<file path="config.mk">
export PLATFORM = sky130hd
export DESIGN_NAME = dram_requester
export DESIGN_NICKNAME = d
export VERILOG_FILES = /design/src/rtl/dram_requester.sv
export SDC_FILE = /design/constraint.sdc
export NUM_CORES = 2
export LEC_CHECK = 0
export CAP_MARGIN = 10
export CORE_UTILIZATION = 24
export CTS_BUF_LIST = sky130_fd_sc_hd__clkbuf_2 sky130_fd_sc_hd__clkbuf_4 sky130_fd_sc_hd__clkbuf_8
export DETAILED_ROUTE_END_ITERATION = 6
export PLACE_DENSITY_LB_ADDON = 0.05
export SLEW_MARGIN = 20
export SYNTH_ARGS = -nofsm -noshare
export SYNTH_HDL_FRONTEND = slang
export SYNTH_SLANG_ARGS = --single-unit
</file>
<file path="constraint.sdc">
create_clock -name clk -period 8.1 [get_ports clk]
set_clock_uncertainty 0.15 [all_clocks]
set_input_delay 1.62 -clock clk [delete_from_list [all_inputs] [get_ports clk]]
set_output_delay 1.62 -clock clk [all_outputs]
set_load 0.05 [all_outputs]
</file>
<file path="src/rtl/dram_requester.sv">
// Burst initiator for the 8-lane byte DRAM: takes one read/write burst over valid/ready,
// drives the lanes until the access completes, then returns data or a completion.
module dram_requester #(
    parameter int unsigned N_LANES = 8,
    parameter int unsigned ADDR_W  = 64,
    parameter int unsigned WR_HOLD = 22,
    parameter int unsigned TIMEOUT = 64,
    parameter int unsigned GAP     = 2
) (
    input  logic                      clk,
    input  logic                      reset,
    input  logic                      req_valid,
    output logic                      req_ready,
    input  logic                      req_rdwr,
    input  logic [ADDR_W-1:0]         req_addr,
    input  logic [3:0]                req_len,
    input  logic [N_LANES*8-1:0]      req_wdata,
    output logic                      resp_valid,
    input  logic                      resp_ready,
    output logic                      resp_rdwr,
    output logic [N_LANES*8-1:0]      resp_data,
    output logic                      resp_err,
    output logic [N_LANES-1:0]        dram_en,
    output logic                      dram_rdwr,
    output logic [N_LANES*8-1:0]      dram_data_in,
    output logic [N_LANES*ADDR_W-1:0] dram_addr,
    input  logic [N_LANES*8-1:0]      dram_data_out,
    input  logic [N_LANES-1:0]        dram_valid
);

    localparam int unsigned DATA_W = N_LANES * 8;
    localparam int unsigned CNT_W  = $clog2(TIMEOUT + WR_HOLD + GAP + 1);

    typedef enum logic [1:0] {
        S_IDLE,
        S_ACCESS,
        S_RESP,
        S_GAP
    } state_t;

    state_t                    state_q, state_d;
    logic [CNT_W-1:0]          cnt_q, cnt_d;

    logic                      req_ready_d;
    logic                      resp_valid_d;
    logic                      resp_rdwr_d;
    logic [DATA_W-1:0]         resp_data_d;
    logic                      resp_err_d;
    logic [N_LANES-1:0]        dram_en_d;
    logic                      dram_rdwr_d;
    logic [DATA_W-1:0]         dram_data_in_d;
    logic [N_LANES*ADDR_W-1:0] dram_addr_d;

    logic [3:0]                eff_len;
    logic [N_LANES-1:0]        req_mask;
    logic                      lanes_ok;
    logic                      access_done;

    // Next state and next registered outputs; dram_en doubles as the lane mask during ACCESS.
    always_comb begin
        state_d        = state_q;
        cnt_d          = cnt_q;
        req_ready_d    = 1'b0;
        resp_valid_d   = resp_valid;
        resp_rdwr_d    = resp_rdwr;
        resp_data_d    = resp_data;
        resp_err_d     = resp_err;
        dram_en_d      = dram_en;
        dram_rdwr_d    = dram_rdwr;
        dram_data_in_d = dram_data_in;
        dram_addr_d    = dram_addr;
        access_done    = 1'b0;

        eff_len  = (req_len > 4'(N_LANES)) ? 4'(N_LANES) : req_len;
        req_mask = '0;
        for (int i = 0; i < N_LANES; i++) begin
            req_mask[i] = (4'(i) < eff_len);
        end
        lanes_ok = ((dram_valid & dram_en) == dram_en);

        case (state_q)
            S_IDLE: begin
                req_ready_d = 1'b1;
                if (req_valid && req_ready) begin
                    req_ready_d = 1'b0;
                    cnt_d       = '0;
                    resp_rdwr_d = req_rdwr;
                    resp_data_d = '0;
                    if (req_len == 4'd0) begin
                        state_d      = S_RESP;
                        resp_valid_d = 1'b1;
                        resp_err_d   = 1'b1;
                    end else begin
                        state_d     = S_ACCESS;
                        resp_err_d  = 1'b0;
                        dram_en_d   = req_mask;
                        dram_rdwr_d = req_rdwr;
                        for (int i = 0; i < N_LANES; i++) begin
                            dram_addr_d[i*ADDR_W +: ADDR_W] =
                                req_mask[i] ? req_addr + ADDR_W'(i) : '0;
                            dram_data_in_d[i*8 +: 8] =
                                req_mask[i] ? req_wdata[i*8 +: 8] : 8'h00;
                        end
                    end
                end
            end

            S_ACCESS: begin
                cnt_d = cnt_q + CNT_W'(1);
                if (dram_rdwr) begin
                    if (lanes_ok) begin
                        access_done = 1'b1;
                        for (int i = 0; i < N_LANES; i++) begin
                            resp_data_d[i*8 +: 8] = dram_en[i] ? dram_data_out[i*8 +: 8] : 8'h00;
                        end
                    end else if (cnt_q == CNT_W'(TIMEOUT - 1)) begin
                        access_done = 1'b1;
                        resp_err_d  = 1'b1;
                    end
                end else if (cnt_q == CNT_W'(WR_HOLD - 1)) begin
                    access_done = 1'b1;
                end
                if (access_done) begin
                    state_d        = S_RESP;
                    resp_valid_d   = 1'b1;
                    dram_en_d      = '0;
                    dram_rdwr_d    = 1'b0;
                    dram_addr_d    = '0;
                    dram_data_in_d = '0;
                end
            end

            S_RESP: begin
                if (resp_ready) begin
                    state_d      = S_GAP;
                    resp_valid_d = 1'b0;
                    cnt_d        = '0;
                end
            end

            S_GAP: begin
                cnt_d = cnt_q + CNT_W'(1);
                if (cnt_q == CNT_W'(GAP - 1)) begin
                    state_d     = S_IDLE;
                    req_ready_d = 1'b1;
                end
            end

            default: state_d = S_IDLE;
        endcase
    end

    // State and output registers.
    always_ff @(posedge clk) begin
        if (!reset) begin
            state_q      <= S_IDLE;
            cnt_q        <= '0;
            req_ready    <= 1'b0;
            resp_valid   <= 1'b0;
            resp_rdwr    <= 1'b0;
            resp_data    <= '0;
            resp_err     <= 1'b0;
            dram_en      <= '0;
            dram_rdwr    <= 1'b0;
            dram_data_in <= '0;
            dram_addr    <= '0;
        end else begin
            state_q      <= state_d;
            cnt_q        <= cnt_d;
            req_ready    <= req_ready_d;
            resp_valid   <= resp_valid_d;
            resp_rdwr    <= resp_rdwr_d;
            resp_data    <= resp_data_d;
            resp_err     <= resp_err_d;
            dram_en      <= dram_en_d;
            dram_rdwr    <= dram_rdwr_d;
            dram_data_in <= dram_data_in_d;
            dram_addr    <= dram_addr_d;
        end
    end

endmodule

</file>
* Word-level counts from Yosys, hierarchy flattened
Cells that the tools add are included. W data, S select, Z words.
Word-level totals: input port bits 209, register bits 662, word-level logic and storage cells 132
Operators by class: add/subtract/negate cells 8, bitwise logic cells 1, equality and inequality tests 17, reductions and logical operators 13, muxes and demuxes 73, $lt $le $gt $ge 9
Operators with widths (count):
- $mux W512 | 3
- $pmux W512 S2 | 1
- $mux W64 | 14
- $add A64 B3 Y64 const B | 4
- $pmux W64 S2 | 2
- $mux W8 | 19
- $add A64 B2 Y64 const B | 2
- $add A64 B1 Y64 const B | 1
- $pmux W7 S3 | 1
- $ne A2 B2 Y1 const B | 10
- $mux W1 | 19
- $lt A3 B4 Y1 const A | 4
- $pmux W8 S2 | 1
- $mux W7 | 2
- $reduce_and A4 Y1 | 3
- $mux W2 | 5
- $reduce_and A5 Y1 | 2
- $and A8 B8 Y8 | 1
- $eq A8 B8 Y1 | 1
- $lt A1 B4 Y1 const A | 2
- $lt A2 B4 Y1 const A | 2
- $pmux W2 S4 | 1
- $add A7 B1 Y7 const B | 1
- $eq A7 B1 Y1 const B | 1
- 15 further kinds | 19

* Logic depth before layout (Yosys ltp)
depth in word-level cells 7, mapped depth 12, mapped depth without buffers 8

* Worst setup path after synthesis
OpenSTA, ideal clock, no wires.
kind input -> register, start input req_addr[1], end register dram_addr[427], cell stages on the path 9, data arrival time 3.692 ns, path buffers 1, slack 4.132 ns, cells stage by stage clkbuf_1 > inv_1 > ha_1 > nand3b_1 > nor3_2 > nand3_2 > nor4_2 > xnor2_1 > o21ai_1
On the way: longest elaborated chain between the ends 5
Ends and longest elaborated chain:
- start, declared | line 15 | input logic [ADDR_W-1:0] req_addr,
- $add A64 B3 Y64 | line 100 | req_mask[i] ? req_addr + ADDR_W'(i) : '0;
- $mux W64 | line 100
- $mux W512 | line 89 | if (req_len == 4'd0) begin
- $mux W512 | line 84 | if (req_valid && req_ready) begin
- $pmux W512 S2 | line 81 | case (state_q)
- end signal, assigned | line 178 | dram_addr <= dram_addr_d;
- end, declared | line 26 | output logic [N_LANES*ADDR_W-1:0] dram_addr,
Every way passes these cells. The select of a mux whose other input is x is not followed. A chain may end at the register's enable or synchronous reset.

* Worst setup path in the final report
start input req_addr[2], end register dram_addr[427]
Same word-level chain as after synthesis.

==> impl_metrics.json <==
{
  "antenna_found_initial": 8,
  "fin_util": 0.3550,
  "critPathTopFamily": "simple AND/OR/NAND/NOR gates",
  "worstRegToRegCells": 9,
  "seqPwrFrac": 0.345,
  "ctsResizeCount": 0,
  "grt_pass1_wl_mm": 252.5,
  "cp.required_ns": 8.64,
  "rrSetupSlack_ns": 4.03,
  "final-setup-viol-count": 0,
  "endpoint": "dram_addr[427]",
  "dp.cells": 5722,
  "die-area_um2": 122200,
  "worstPathArrival_ns": 5.68,
  "track_usage": 0.2984,
  "layoutNonFillerInstCount": 5962,
  "min_period_over_period": 0.6350,
  "end_kind": "flip-flop",
  "cts_sinks": 662,
  "synth-edff-count": 0,
  "intPower_mw": 6.699,
  "slew_violations": 0,
  "pwr-share-clk": 0.335,
  "crit_start": "req_addr[2]",
  "rr_startpoint": "state_q[1]",
  "async_flop_share": 0,
  "synth-seq-cells": 662,
  "start_util": 0.2420,
  "nets": 4473,
  "hold_class": "reg2reg",
  "multi_input_area_um2": 14710,
  "drc": 0,
  "rsz0062_at_grt": "false",
  "register_area_um2": 13250,
  "tns_ns": 0,
  "wire_per_inst_um": 31.58,
  "die_w_um": 349.6,
  "seq_area_frac_synth": 0.4570,
  "critPathMaxStageDelay_ns": 0.82,
  "power.switching_mw": 4.491,
  "cts_inserted_buffers": 135,
  "critPathMaxFanout": 11,
  "syn-num-nets": 3614,
  "ys_warn_count": 0,
  "cts_max_level": 4,
  "clk_pin_slew_ns": 0.06,
  "synth-main-ff-cell": "dfxtp_1",
  "drive_gt1_frac": 0.1027,
  "netlist_area_um2": 29000,
  "swShare": 0.4013,
  "crit_type": "in2reg",
  "p_leak_nw": 14.56,
  "cp-start-kind": "input pin",
  "area_growth_pct": 46.67,
  "io_pins": 862,
  "num-fill-cells": 12800,
  "insertion_delay_ns": 0.84,
  "drtPass1Iterations": 5,
  "fmax_mhz": 194.4,
  "syn_inst": 3389,
  "status": "finished clean",
  "postCtsSetupBuffers": 0,
  "slowest_stage": "clkdlybuf4s50_1",
  "drtAntennaViolNets": 0,
  "synthDistinctLibCells": 78,
  "crit_chain": "clkdlybuf4s50_1 > inv_1 > ha_1 > nand3b_1 > nor3_4 > buf_4 > nand3_2 > nor4_2 > xnor2_1 > o21ai_1",
  "clock_path_buffers": 3,
  "grt-ovfl-total": 0,
  "power_frac_comb": 0.320,
  "drt-total-wl_mm": 188.3,
  "r2r-end": "dram_addr[444]",
  "period_needed_ns": 5.143,
  "grt_max_degree": 129,
  "cts_tree": "built",
  "worst-path-stages": 10,
  "core_um2": 119800,
  "drt_iter0_markers": 2636,
  "ir_drop_mv": 0.1953,
  "clockRootBuffer": "clkbuf_8",
  "cts_hold_buf": 0,
  "max_slew_margin": 0.2116,
  "gp_congestion": 0.9955,
  "synth_area_per_cell_um2": 8.556,
  "finalHoldViolCount": 0,
  "routed_via_density": 4.971,
  "row_count": 127,
  "die_h_um": 349.6,
  "p_per_area_nw_per_um2": 263.1,
  "dp_hpwl_mm": 140.1,
  "num_vias": 29640,
  "grt_pass1_vias": 28650,
  "path_buf_inv": 3,
  "maxCapViolCount": 0,
  "portBuffers": 861,
  "worstMarginPinSlew_ns": 1.173
}
[worst min-delay path, stage by stage, from the launching register on]
cell and delay [ns]:
dfxtp_1 0.31, nand2_1 0.05, o21ai_1 0.05
[metrics by stage]
step / area, um2 / worst slack, ns / hold WS [ns] / total power [mW]
finish: 42530 / 2.957 / 0.2965 / 11.19
CTS: 42470 / 3.001 / 0.2982 / 11.30
floorplan: 29000 / 4.132 / 0.3167 / 6.004
global placement: 39660 / 1.948 / 0.2839 / 7.520
global route: 42510 / 2.975 / 0.3097 / 11.61
detailed placement: 39680 / 2.084 / 0.2904 / 7.513
[synthesized netlist by cell type (all sizes together) (12+ instances only)]
master,instances,share of area
dfxtp,662,0.46
nand2,618,0.080
o21ai,408,0.071
xnor2,216,0.065
nor2,202,0.026
xor2,196,0.059
nand3,163,0.028
a22o,146,0.044
buf,142,0.024
clkbuf,124,0.016
nor3,83,0.015
nand4,74,0.019
a22oi,45,0.012
nor4,43,0.015
a21oi,33,0.0057
inv,26,0.0034
and3,17,0.0037
and2,16,0.0035
ha,16,0.0069
or3,16,0.0035
nor2b,14,0.0030
o211ai,12,0.0031
[metal layers]
metal | global-route usage | share of wire
met1 | 0.3771 | 0.42
met2 | 0.4759 | 0.45
met3 | 0.08728 | 0.085
met4 | 0.1147 | 0.040
met5 | 0 | 0
[layout make-up]
type,count,share of cell area
Sequential cell,662,0.3116
Inverter,27,0.002383
Antenna cell,8,0.0004707
Clock inverter,20,0.004384
Tap cell,1612,0.04742
Multi-Input combinational cell,2434,0.3459
Clock buffer,211,0.06122
Timing Repair Buffer,988,0.2266
[worst min path at each step]
stage	cells after the start	end	startpoint	slack, ns
floorplan	2	cnt_q[5]	cnt_q[5]	0.32
CTS	2	dram_addr[455]	dram_addr[455]	0.30
global placement	2	dram_addr[104]	dram_addr[104]	0.28
detailed placement	2	dram_addr[455]	dram_addr[455]	0.29
global route	2	dram_addr[442]	dram_addr[442]	0.31
finish	2	dram_addr[467]	dram_addr[467]	0.30
[power by group through the flow]
stage	logic [mW]	registers, mW	clock network [mW]
2_1_floorplan	0.926	5.08	0
3_3_place_gp	3.60	3.92	0
3_5_place_dp	3.59	3.92	0
4_1_cts	3.60	3.86	3.83
5_1_grt	3.73	3.90	3.98
6_report	3.59	3.86	3.74
[kinds of logic (layout without fill, tap and decap cells)]
group | Yosys count | count (layout) | share of synthesized area
compound gates | 705 | 705 | 0.1538
simple gates | 1297 | 1297 | 0.2126
flops | 662 | 662 | 0.4570
buf+inv | 293 | 1246 | 0.04384
fa+ha+maj | 16 | 16 | 0.006904
other cells | 0 | 8 | 0
xor+xnor | 412 | 412 | 0.1244
mux | 4 | 4 | 0.001381
[cells in the final DEF, fill, tap and decap left out, drive strengths merged, types with 74 or more instances in the layout]
cell type,count
o21ai,408
dfxtp,662
buf,128
nor3,83
xor2,196
nor2,202
xnor2,216
nand2,618
nand4,74
a22o,146
clkbuf,211
clkdlybuf4s50,860
nand3,163
[sequential cells by signal, summed over array words and instances (netlist names)]
register and flops:
dram_addr 512, dram_data_in 64, resp_data 64, dram_en 8, cnt_q 7, state_q 2, dram_rdwr 1, req_ready 1
resp_err 1, resp_rdwr 1, resp_valid 1
(Power assumes the default switching activity.)
